### src/rtl/riscv_pkg.sv
// Shared pipeline definitions: MEM-stage FSM states, control-bit positions
// and default datapath widths.
package riscv_pkg;

  typedef enum logic {
    IDLE = 1'b0,
    BUSY = 1'b1
  } mem_state_t;

  // Bit positions inside the 2-bit wb/mem control bundles
  localparam int unsigned REG_WRITE  = 1;
  localparam int unsigned MEM_TO_REG = 0;
  localparam int unsigned MEM_READ   = 1;
  localparam int unsigned MEM_WRITE  = 0;

  localparam int unsigned WORD_SIZE_DEF = 32;
  localparam int unsigned REG_SIZE_DEF  = 5;

endpackage

### src/rtl/mem_wb_reg.sv
// MEM/WB pipeline register; loads every cycle, bubble forces an all-zero
// (RegWrite=0) entry.
module mem_wb_reg
  import riscv_pkg::*;
#(
  parameter int unsigned word_size = WORD_SIZE_DEF,
  parameter int unsigned reg_size  = REG_SIZE_DEF
) (
  input  logic                 clk,
  input  logic                 rst_n,
  input  logic                 bubble,
  input  logic [1:0]           wb_ctrl_in,
  input  logic [word_size-1:0] read_data_in,
  input  logic [word_size-1:0] alu_result_in,
  input  logic [reg_size-1:0]  dest_reg_in,
  output logic [1:0]           wb_ctrl_q,
  output logic [word_size-1:0] read_data_q,
  output logic [word_size-1:0] alu_result_q,
  output logic [reg_size-1:0]  dest_reg_q
);

  always_ff @(posedge clk or negedge rst_n) begin
    if (!rst_n) begin
      wb_ctrl_q    <= '0;
      read_data_q  <= '0;
      alu_result_q <= '0;
      dest_reg_q   <= '0;
    end else if (bubble) begin
      wb_ctrl_q    <= '0;
      read_data_q  <= '0;
      alu_result_q <= '0;
      dest_reg_q   <= '0;
    end else begin
      wb_ctrl_q    <= wb_ctrl_in;
      read_data_q  <= read_data_in;
      alu_result_q <= alu_result_in;
      dest_reg_q   <= dest_reg_in;
    end
  end

endmodule

### src/rtl/mem_stage.sv
// Memory-access pipeline stage with handshaked variable-latency data port.
// Optional busy watchdog enabled by defining DMEM_TIMEOUT_EN.
module mem_stage
  import riscv_pkg::*;
#(
  parameter int unsigned word_size      = WORD_SIZE_DEF,
  parameter int unsigned reg_size       = REG_SIZE_DEF,
  parameter int unsigned TIMEOUT_CYCLES = 64
) (
  input  logic                 clk,
  input  logic                 rst_n,
  input  logic                 ex_valid,
  input  logic [1:0]           ex_wb_ctrl,
  input  logic [1:0]           ex_mem_ctrl,
  input  logic [word_size-1:0] ex_alu_result,
  input  logic [word_size-1:0] ex_store_data,
  input  logic [reg_size-1:0]  ex_dest_reg,
  output logic                 mem_stall,
  output logic                 dmem_req,
  output logic                 dmem_we,
  output logic [word_size-1:0] dmem_addr,
  output logic [word_size-1:0] dmem_wdata,
  input  logic [word_size-1:0] dmem_rdata,
  input  logic                 dmem_ack,
  output logic [1:0]           wb_control_signals,
  output logic [word_size-1:0] ReadData,
  output logic [word_size-1:0] AluResult,
  output logic [reg_size-1:0]  destination_reg,
  output logic                 mem_fault
);

  mem_state_t state, state_next;

  logic                 memop, misaligned, is_store;
  logic                 capture, timeout, fault_d;
  logic                 wb_bubble;
  logic [1:0]           wb_ctrl_d;
  logic [word_size-1:0] rdata_d, alu_d;
  logic [reg_size-1:0]  dest_d;

  // Holding registers; the captured address doubles as the ALU result
  logic [word_size-1:0] h_addr, h_wdata;
  logic                 h_we;
  logic [1:0]           h_wb;
  logic [reg_size-1:0]  h_dest;

  assign memop      = ex_mem_ctrl[MEM_READ] | ex_mem_ctrl[MEM_WRITE];
  assign misaligned = (ex_alu_result[1:0] != 2'b00);
  assign is_store   = ex_mem_ctrl[MEM_WRITE] & ~ex_mem_ctrl[MEM_READ];

  assign dmem_req   = (state == BUSY);
  assign dmem_we    = dmem_req & h_we;
  assign dmem_addr  = h_addr;
  assign dmem_wdata = h_wdata;

  always_ff @(posedge clk or negedge rst_n) begin
    if (!rst_n) begin
      state <= IDLE;
    end else begin
      state <= state_next;
    end
  end

  always_comb begin
    state_next = state;
    capture    = 1'b0;
    mem_stall  = 1'b0;
    fault_d    = 1'b0;
    wb_bubble  = 1'b1;
    wb_ctrl_d  = '0;
    rdata_d    = '0;
    alu_d      = '0;
    dest_d     = '0;
    case (state)
      IDLE: begin
        if (ex_valid) begin
          if (!memop) begin
            wb_bubble = 1'b0;
            wb_ctrl_d = ex_wb_ctrl;
            alu_d     = ex_alu_result;
            dest_d    = ex_dest_reg;
          end else if (misaligned) begin
            fault_d = 1'b1;
          end else begin
            mem_stall  = 1'b1;
            capture    = 1'b1;
            state_next = BUSY;
          end
        end
      end
      BUSY: begin
        // Ack takes priority over a coincident watchdog expiry
        if (dmem_ack) begin
          state_next            = IDLE;
          wb_bubble             = 1'b0;
          wb_ctrl_d[REG_WRITE]  = h_wb[REG_WRITE];
          wb_ctrl_d[MEM_TO_REG] = h_wb[MEM_TO_REG];
          rdata_d               = h_we ? '0 : dmem_rdata;
          alu_d                 = h_addr;
          dest_d                = h_dest;
        end else if (timeout) begin
          state_next = IDLE;
          fault_d    = 1'b1;
        end else begin
          mem_stall = 1'b1;
        end
      end
      default: state_next = IDLE;
    endcase
  end

  always_ff @(posedge clk or negedge rst_n) begin
    if (!rst_n) begin
      h_addr  <= '0;
      h_wdata <= '0;
      h_we    <= 1'b0;
      h_wb    <= '0;
      h_dest  <= '0;
    end else if (capture) begin
      h_addr  <= ex_alu_result;
      h_wdata <= ex_store_data;
      h_we    <= is_store;
      h_wb    <= ex_wb_ctrl;
      h_dest  <= ex_dest_reg;
    end
  end

  always_ff @(posedge clk or negedge rst_n) begin
    if (!rst_n) begin
      mem_fault <= 1'b0;
    end else begin
      mem_fault <= fault_d;
    end
  end

`ifdef DMEM_TIMEOUT_EN
  localparam int unsigned CNT_W = $clog2(TIMEOUT_CYCLES) + 1;
  localparam logic [CNT_W-1:0] CNT_LAST = CNT_W'(TIMEOUT_CYCLES - 1);

  logic [CNT_W-1:0] busy_cnt;

  // busy_cnt holds (BUSY cycles elapsed - 1); expiry on the last allowed cycle
  always_ff @(posedge clk or negedge rst_n) begin
    if (!rst_n) begin
      busy_cnt <= '0;
    end else if (capture) begin
      busy_cnt <= '0;
    end else if (state == BUSY) begin
      busy_cnt <= busy_cnt + 1'b1;
    end
  end

  assign timeout = (state == BUSY) && (busy_cnt == CNT_LAST);
`else
  // Watchdog absent: constant-false, still referencing the limit parameter
  assign timeout = 1'b0 & (TIMEOUT_CYCLES == 0);
`endif

  mem_wb_reg #(
    .word_size (word_size),
    .reg_size  (reg_size)
  ) u_mem_wb_reg (
    .clk           (clk),
    .rst_n         (rst_n),
    .bubble        (wb_bubble),
    .wb_ctrl_in    (wb_ctrl_d),
    .read_data_in  (rdata_d),
    .alu_result_in (alu_d),
    .dest_reg_in   (dest_d),
    .wb_ctrl_q     (wb_control_signals),
    .read_data_q   (ReadData),
    .alu_result_q  (AluResult),
    .dest_reg_q    (destination_reg)
  );

endmodule

### config.mk
export PLATFORM = sky130hd
export DESIGN_NAME = mem_stage
export DESIGN_NICKNAME = d
export VERILOG_FILES = /design/src/rtl/riscv_pkg.sv /design/src/rtl/mem_wb_reg.sv /design/src/rtl/mem_stage.sv
export SDC_FILE = /design/constraint.sdc
export NUM_CORES = 1
export LEC_CHECK = 0
export CAP_MARGIN = 20
export CORE_ASPECT_RATIO = 1.75
export CORE_UTILIZATION = 43
export DETAILED_ROUTE_END_ITERATION = 10
export HOLD_SLACK_MARGIN = 0.02
export PLACE_DENSITY = 0.82
export SLEW_MARGIN = 5
export SYNTH_ARGS = -nofsm -noshare
export SYNTH_HDL_FRONTEND = slang
export SYNTH_HIERARCHICAL = 1
export SYNTH_SLANG_ARGS = --single-unit
### constraint.sdc
create_clock -name clk -period 1.8 [get_ports clk]
set_input_delay 0.27 -clock clk [delete_from_list [all_inputs] [get_ports clk]]
set_output_delay 0.27 -clock clk [all_outputs]
set_load 0.005 [all_outputs]
==> flow_metrics.tcl, run 1 <==
set metrics [dict create \
    run_status "complete, no violations" \
    final_hold_viol_count 0 \
    dpl_worst_slack_ps -325 \
    grt_pass1_vias 4769 \
    wl_per_cell_microns 18.8 \
    clkTransAtPathRegs_ps 60 \
    criticalPathCategory "flip-flop to output pin" \
    layout_setup_ws_ps 22.5 \
    drtAntennaViolNets 0 \
    max_cap_viol_count 0 \
    ioPinCount 248 \
    core_sq_um 13500 \
    cts_buffers 17 \
    r2r_slack_ps 70 \
    power.total_w 0.00963 \
    final_nets 784 \
    finClkSkew_ps 7.74 \
    slowest_stage "dfrtp_1" \
    leakage_nw 4.16 \
    finalMaxSlewViolations 0 \
    pwr_density_cell_nw_per_um2 1020 \
    start_util_pct 44.3 \
    netlist_top_cells_count "145 x dfrtp_1, 73 x nor2b_1, 60 x mux2_4" \
    fin_crit_ps 1780 \
    relSlewSlack_pct 64.6 \
    required_ps 1530 \
    grt_overflow 0 \
    cp_cell_sequence "nor4b_4, o21a_4, a21o_1, buf_2" \
    yosys_register_bits 145 \
    synth.yosys.seq_area_share_pct 60.8 \
    hp-class "primary input to asynchronous set/reset pin" \
    syn_nets 508 \
    clock-sinks 145 \
    finalWeightedCongestion 0.838 \
    via_per_inst 4.89 \
    clock_latency_ps 400 \
    syn_to_final_growth_pct 58.5 \
    syn_inst 399 \
    endpoint_kind "output pin" \
    num_rows 56 \
    fin_util_pct 70.3 \
    crit_path_start_kind "flip-flop" \
    finalSetupViolCount 0 \
    grt_pass1_wl_mm 25.2 \
    cts-htree-levels 4 \
    antenna_found_initial 0 \
    first_pass_iters 4 \
    cts_tree "yes" \
    critPathMaxFanout 2 \
    synth-edff-count 0 \
    r2r_start "dmem_req" \
    dp_hpwl_mm 11.7 \
    root_buffer "clkbuf_16" \
    grt_max_degree 56 \
    ir_worst_vdd_mv 0.763 \
    syn_area_sq_um 5960 \
    syn_avg_cell_area_sq_um 14.9 \
    drt-total-wl_mm 16.2 \
    synth_area_leaders "dfrtp_1 61%, mux2_4 15%, nor2b_1 7.7%" \
    drc 0 \
    vias 4215 \
    ys.flop_type "dfrtp_1" \
    yosys_warnings 6 \
    grt_usage_pct 23.3 \
    yosysTopAreaCell "dfrtp_1" \
    grt_setup_unrepaired "yes" \
    drt_iter0_drc 110 \
    synth_most_common_cell "dfrtp_1" \
    dieArea_sq_um 14400 \
    fin_crit_sh_pct 98.7 \
    yosys.area.top_type_share_pct 60.8 \
    arrival_ps 1510 \
    crit_buf_inv 1 \
    n_antenna_cell 0 \
    fmax_mhz 563 \
    synthArstFlopShare_pct 100 \
    die_h_microns 158 \
    slowest_delay_ps 430 \
    drive_above_1_share_pct 19.5 \
    crit_family "flip-flops" \
    io_buffers 247 \
    crit_start "dmem_req" \
    die_x_microns 91.0 \
    tightestPinTransition_ps 531 \
    synthDistinctLibCells 20 \
    cts_buffer_depth 2 \
]
sequential cells by signal, indices dropped and copies added (netlist names):
| signal | flops |
|---|---|
| dmem_addr | 32 |
| dmem_req | 1 |
| dmem_wdata | 32 |
| h_dest | 5 |
| h_wb | 2 |
| h_we | 1 |
| mem_fault | 1 |
| u_mem_wb_reg/alu_result_q | 32 |
| u_mem_wb_reg/dest_reg_q | 5 |
| u_mem_wb_reg/read_data_q | 32 |
| u_mem_wb_reg/wb_ctrl_q | 2 |
per-layer routing:
layer  wire length (microns)  up-vias  global-route usage, %  part of all wire [%]
li1                        -     1906                      -                     -
met1                    6000     2094                   25.0                    37
met2                    8850      169                   41.9                    55
met3                     676       46                   4.80                   4.2
met4                     700        0                   13.8                   4.3
met5                       0        -                      0                     0
logic make-up after synthesis:
| logic type | count (synthesis) | share of synthesized area [%] |
|---|---|---|
| compound gates | 44 | 6.27 |
| simple gates | 113 | 12.1 |
| buf+inv | 28 | 4.01 |
| flops | 145 | 60.8 |
| mux | 69 | 16.8 |
per-stage QoR:
| stage | hold WS (ps) | cells | cell area (sq um) | TNS (ps) |
|---|---|---|---|---|
| detailed placement | 271 | 824 | 8760 | -16120 |
| global placement | 266 | 824 | 8760 | -12610 |
| global route | 436 | 862 | 9450 | -61.9 |
| floorplan | -25.6 | 399 | 5960 | 0 |
| finish | 392 | 862 | 9450 | 0 |
| CTS | 414 | 860 | 9400 | 0 |
cell usage in the layout (no fill, tap or decap), types with 2 or more instances in the layout:
cell and instances:
a21oi_1 2, a22o_1 39, and2_1 33, buf_12 8
buf_4 24, buf_6 4, bufinv_16 3, clkbuf_16 18
clkdlybuf4s50_1 244, clkinv_2 2, clkinv_4 2, clkinvlp_4 3
dfrtp_1 145, inv_6 2, inv_8 2, mux2_1 9
mux2_4 60, nor2b_1 73
cell type report:
type | instances | area (sq um)
Timing Repair Buffer | 284 | 2880
Clock buffer | 18 | 429
Tap cell | 174 | 218
Inverter | 1 | 3.75
Clock inverter | 14 | 180
Sequential cell | 145 | 3630
Multi-Input combinational cell | 226 | 2120
Fill cell | 930 | 4000
worst reg2reg max path, cell delays in order (launching register included):
cell	delay [ps]
dfrtp_1	430
nor4b_4	270
o21a_4	170
buf_4	130
buf_6	260
mux2_4	360
final timing paths:
kind	depth (start not counted)	end
max	4	mem_stall
max reg2reg	5	dmem_addr[27]
max in group asynchronous	3	u_mem_wb_reg/alu_result_q[24]
min reg2reg	1	dmem_wdata[29]
min in group clk	2	dmem_wdata[28]
min	2	u_mem_wb_reg/read_data_q[26]
what timing repair did:
| item | CTS | global route |
|---|---|---|
| endpoints found under the hold margin | 49 | 0 |
| buffers inserted | 3 | 1 |
| pin swaps | 1 | 0 |
| setup endpoints to repair | 2 | 53 |
| resized for setup | 6 | 5 |
| cloned | 0 | 1 |
| hold buffers | 1 | 0 |
report_power, final:
group	total, W	leakage [nW]	internal [W]	switching, W
Combinational	0.00203	1.99	0.00143	0.000600
Sequential	0.00398	1.88	0.00367	0.000306
Clock	0.00363	0.291	0.00221	0.00142
Total	0.00963	4.16	0.00731	0.00233
(Power assumes the default switching activity.)
==> run 2, diff against run 1 <==
Settings changed: CTS_CLUSTER_DIAMETER set to 40.
==> results of run 2 <==
No change in the layout: final DEF, timing and power equal those of run 1.
==> edit 1, RTL diff (config.mk and constraints of run 2) <==
Change the package constant `WORD_SIZE_DEF` from 32 to 16.
--- a/src/rtl/riscv_pkg.sv
+++ b/src/rtl/riscv_pkg.sv
@@ -13,7 +13,7 @@
   localparam int unsigned MEM_READ   = 1;
   localparam int unsigned MEM_WRITE  = 0;
 
-  localparam int unsigned WORD_SIZE_DEF = 32;
+  localparam int unsigned WORD_SIZE_DEF = 16;
   localparam int unsigned REG_SIZE_DEF  = 5;
 
 endpackage
Ports: changed (7 resized); port bits go from 248 to 136. No check against the original RTL was run, so the function may have changed too.
==> edit 1 against run 2 <==
Via count down 44%. Area after synthesis down 43%. Fmax up 2.5%. First-iteration DRC count down 35%. Cell area down 43%. Worst setup slack better by 0.044 ns. Count of clock-buffer cells in the layout down 4. Sequential cell count down 64. Utilization up 0.055 points. Wire length down 48%. Global-route usage down 2.1 points. Sequential power down 45%. Total power down 46%. Sequential share of layout area down 0.56 points. Critical path type unchanged. Critical endpoint unchanged. Largest cell class unchanged. Largest power group unchanged.
==> edit 1: results (changes against run 2) <==
The run gives 22 (+10%) as the number of distinct library cell variants in the gate-level netlist after synthesis. The power spent charging and discharging nets was 1140 uW (-51%). The cell area reported after detailed placement came out at 4940 sq um (-44%). The placed wire-length estimate after detailed placement was 5.70 mm (-51%). The post-CTS setup-driven buffer insertion count was 7 (+4). The ratio of cells with drive above 1 in the final layout came out at 0.232 (+0.0368). The worst slew margin relative to its limit was 0.619 (-0.0273); the minimum clock period after layout was 1.73 ns (-0.0439 ns). The logs give 0.425 (+0.012) for the sequential cell fraction of total power and 0.232 (-0.0188) for the met1 layer usage reported by global route.

The tools report the worst hold margin as 0.471 ns (+0.0794 ns). The worst-case reg-to-reg path depth works out to 6 (+1). The routed via count was 2371 (-44%); the largest voltage drop on the vdd net was 0.000622 V (-19%). For the maximum level of the CTS H-tree, the log shows 3 (-1).

For the synthesized netlist net count, the log shows 287 (-44%). For the leakage dissipation, the log shows 0.00242 uW (-42%). The worst path arrival time is 1.46 ns (-0.05 ns), and the pre-CTS setup slack is -0.398 ns (-0.0720 ns). The sum of routed wire length over all layers was 8.37 mm (-48%).

The met2 global-route usage is 0.367 (-0.0517), and the total instance count after detailed placement is 455 (-45%). The logs give 13.3 mm (-47%) for the first-pass GRT wire length and 1860 uW (-49%) for the power of the clock network. The run finished with clean final reports.

By count the netlist is led by sky130_fd_sc_hd__dfrtp_1, sky130_fd_sc_hd__mux2_4, sky130_fd_sc_hd__nor2b_1. The routed length on met3 is 367 um (-46%). The internal power was 4030 uW (-45%); the routability congestion estimate from global placement was 0.792 (-5.5%). In the post-synthesis netlist, the biggest area contributors are sky130_fd_sc_hd__dfrtp_1, sky130_fd_sc_hd__mux2_4, sky130_fd_sc_hd__nor2b_1. The number of buffers created by CTS was 9 (-8); the number of DRC markers in iteration 0 was 71 (-35%). The count of input and output buffers is 135 (-45%), and the met3 track demand over resource is 0.0537 (+0.00571). The clock insertion delay at the later pin of the skew report came out at 0.33 ns (-0.07 ns).
edit 1: cell types whose count changed in the layout (fill, tap and decap cells not counted), moves of 4 or more:
cell,before,now
sky130_fd_sc_hd__clkdlybuf4s50_1,244,129
sky130_fd_sc_hd__dfrtp_1,145,81
sky130_fd_sc_hd__nor2b_1,73,35
sky130_fd_sc_hd__mux2_4,60,37
sky130_fd_sc_hd__a22o_1,39,23
sky130_fd_sc_hd__and2_1,33,18
sky130_fd_sc_hd__mux2_1,9,0
sky130_fd_sc_hd__clkbuf_16,18,10
sky130_fd_sc_hd__nor2b_2,0,5
sky130_fd_sc_hd__buf_12,8,4
edit 1: layout make-up:
type,instances,area (sq um)
Clock inverter,2,35.0
Tap cell,88,110
Clock buffer,14,274
Inverter,1,3.75
Timing Repair Buffer,165,1660
Sequential cell,81,2030
Multi-Input combinational cell,130,1250
Fill cell,536,2260
==> edit 2, RTL diff (flow settings as in run 2) <==
Without the edit above. The output `mem_fault` loses its register stage (`mem_fault` becomes a continuous assignment).
--- a/src/rtl/mem_stage.sv
+++ b/src/rtl/mem_stage.sv
@@ -125,13 +125,7 @@
     end
   end
 
-  always_ff @(posedge clk or negedge rst_n) begin
-    if (!rst_n) begin
-      mem_fault <= 1'b0;
-    end else begin
-      mem_fault <= fault_d;
-    end
-  end
+  assign mem_fault = fault_d;
 
 `ifdef DMEM_TIMEOUT_EN
   localparam int unsigned CNT_W = $clog2(TIMEOUT_CYCLES) + 1;
Formal check against the unedited RTL: not equivalent (a bounded check fails within 4 cycles, from zero or initial values and one cycle with rst_n low).
==> edit 2 against run 2 <==
Worst hold slack lost 0.060 ns. Total power shrank 2.3%. Clock skew grew 0.0016 ns. Sequential cell count shrank 1. Non-clock buffer count grew 2. Cell area shrank 0.21%. Die area shrank 0.42%. Sequential share of layout area shrank 0.18 points. Wire length shrank 1.4%. Area after synthesis shrank 0.42%. Highest routed layer unchanged. Worst setup slack gained 0.025 ns.
==> edit 2: results (changes against run 2) <==
The run gives 0.00416 uW (about the same) as the leakage dissipation. The via-per-instance ratio was 4.94 (+0.97%). The endpoint identified for the worst register-to-register timing path is dmem_wdata[9]. The total instance count after detailed placement is 825 (+0.12%), and the placed wire-length estimate after detailed placement is 11.7 mm (-0.53%). For the routed length on met3, the log shows 728 um (+7.7%). The worst-case reg-to-reg path depth is 6 (+1). The run gives 8.87 mm (+0.28%) as the sum of met2 wire segment lengths after detailed routing. The commonest cells after synthesis are sky130_fd_sc_hd__dfrtp_1, sky130_fd_sc_hd__nor2b_1, sky130_fd_sc_hd__mux2_4. The ratio of cells with drive above 1 in the final layout is 0.203 (+0.00843), and the detailed-route wire length on metal 1 is 5.94 mm (-0.93%). The maximum fanout along the worst path was 17 (+15); the delay of the slowest critical-path stage was 0.41 ns (-0.02 ns). The run gives 0.00929 ns (+0.00156 ns) as the maximum clock skew at final layout.

For the pin count of the biggest net entering global routing, the log shows 41 (-27%). The post-cts repair resize count is 8 (+2), and the number of nets in the layout is 785 (+0.13%). The number of global-route vias before repair was 4571 (-4.2%). In this design, the largest share of critical-path delay is due to buffers and inverters.

For the clock share of power, the log shows 0.365 (-0.012). The run finished with clean final reports. The number of detailed-routing iterations run before antenna repair is 6 (+2), and the routability congestion estimate from global placement is 0.796 (-5.0%).

The share of the synthesized area in compound gates (AO/OA/AOI/OAI) is 0.0630 (+0.000264), and the portion of netlist area occupied by mux cells is 0.169 (+0.000708). The worst setup path is captured at a flop. The met2 global-route usage is 0.415 (-0.00433), and the met1 layer usage reported by global route is 0.252 (+0.00152). The run gives 398 (-0.25%) as the number of standard cells after synthesis. The actual transition at the worst max-transition pin was 0.396 ns (-0.135 ns); the sequential cell fraction of total power was 0.418 (+0.005).

The power after layout is 9420 uW (-2.3%). The worst hold margin came out at 0.331 ns (-0.0605 ns).
==> edit 2: changes by cell type in the layout (fill, tap and decap cells not counted), moves of 2 or more <==
cell	before	now
sky130_fd_sc_hd__clkdlybuf4s50_1	244	242
sky130_fd_sc_hd__buf_12	8	11
sky130_fd_sc_hd__inv_6	2	6
sky130_fd_sc_hd__buf_6	4	2
sky130_fd_sc_hd__buf_4	24	27
sky130_fd_sc_hd__bufinv_16	3	1
==> edit 2: cell families after synthesis <==
group	count (synthesis)
flip-flops	144
AND/OR/NAND/NOR	113
multiplexers	69
AO/OA/AOI/OAI	44
buffers and inverters	28
==> edit 2: final cells by class <==
class	instances	area (sq um)	area share
multi-input combinational	226	2130	0.225
sequential	144	3600	0.382
timing repair buffer	286	2900	0.308
inverter	1	3.75	0.000398
clock buffer	18	439	0.0466
clock inverter	14	141	0.0150
tap	174	218	0.0231
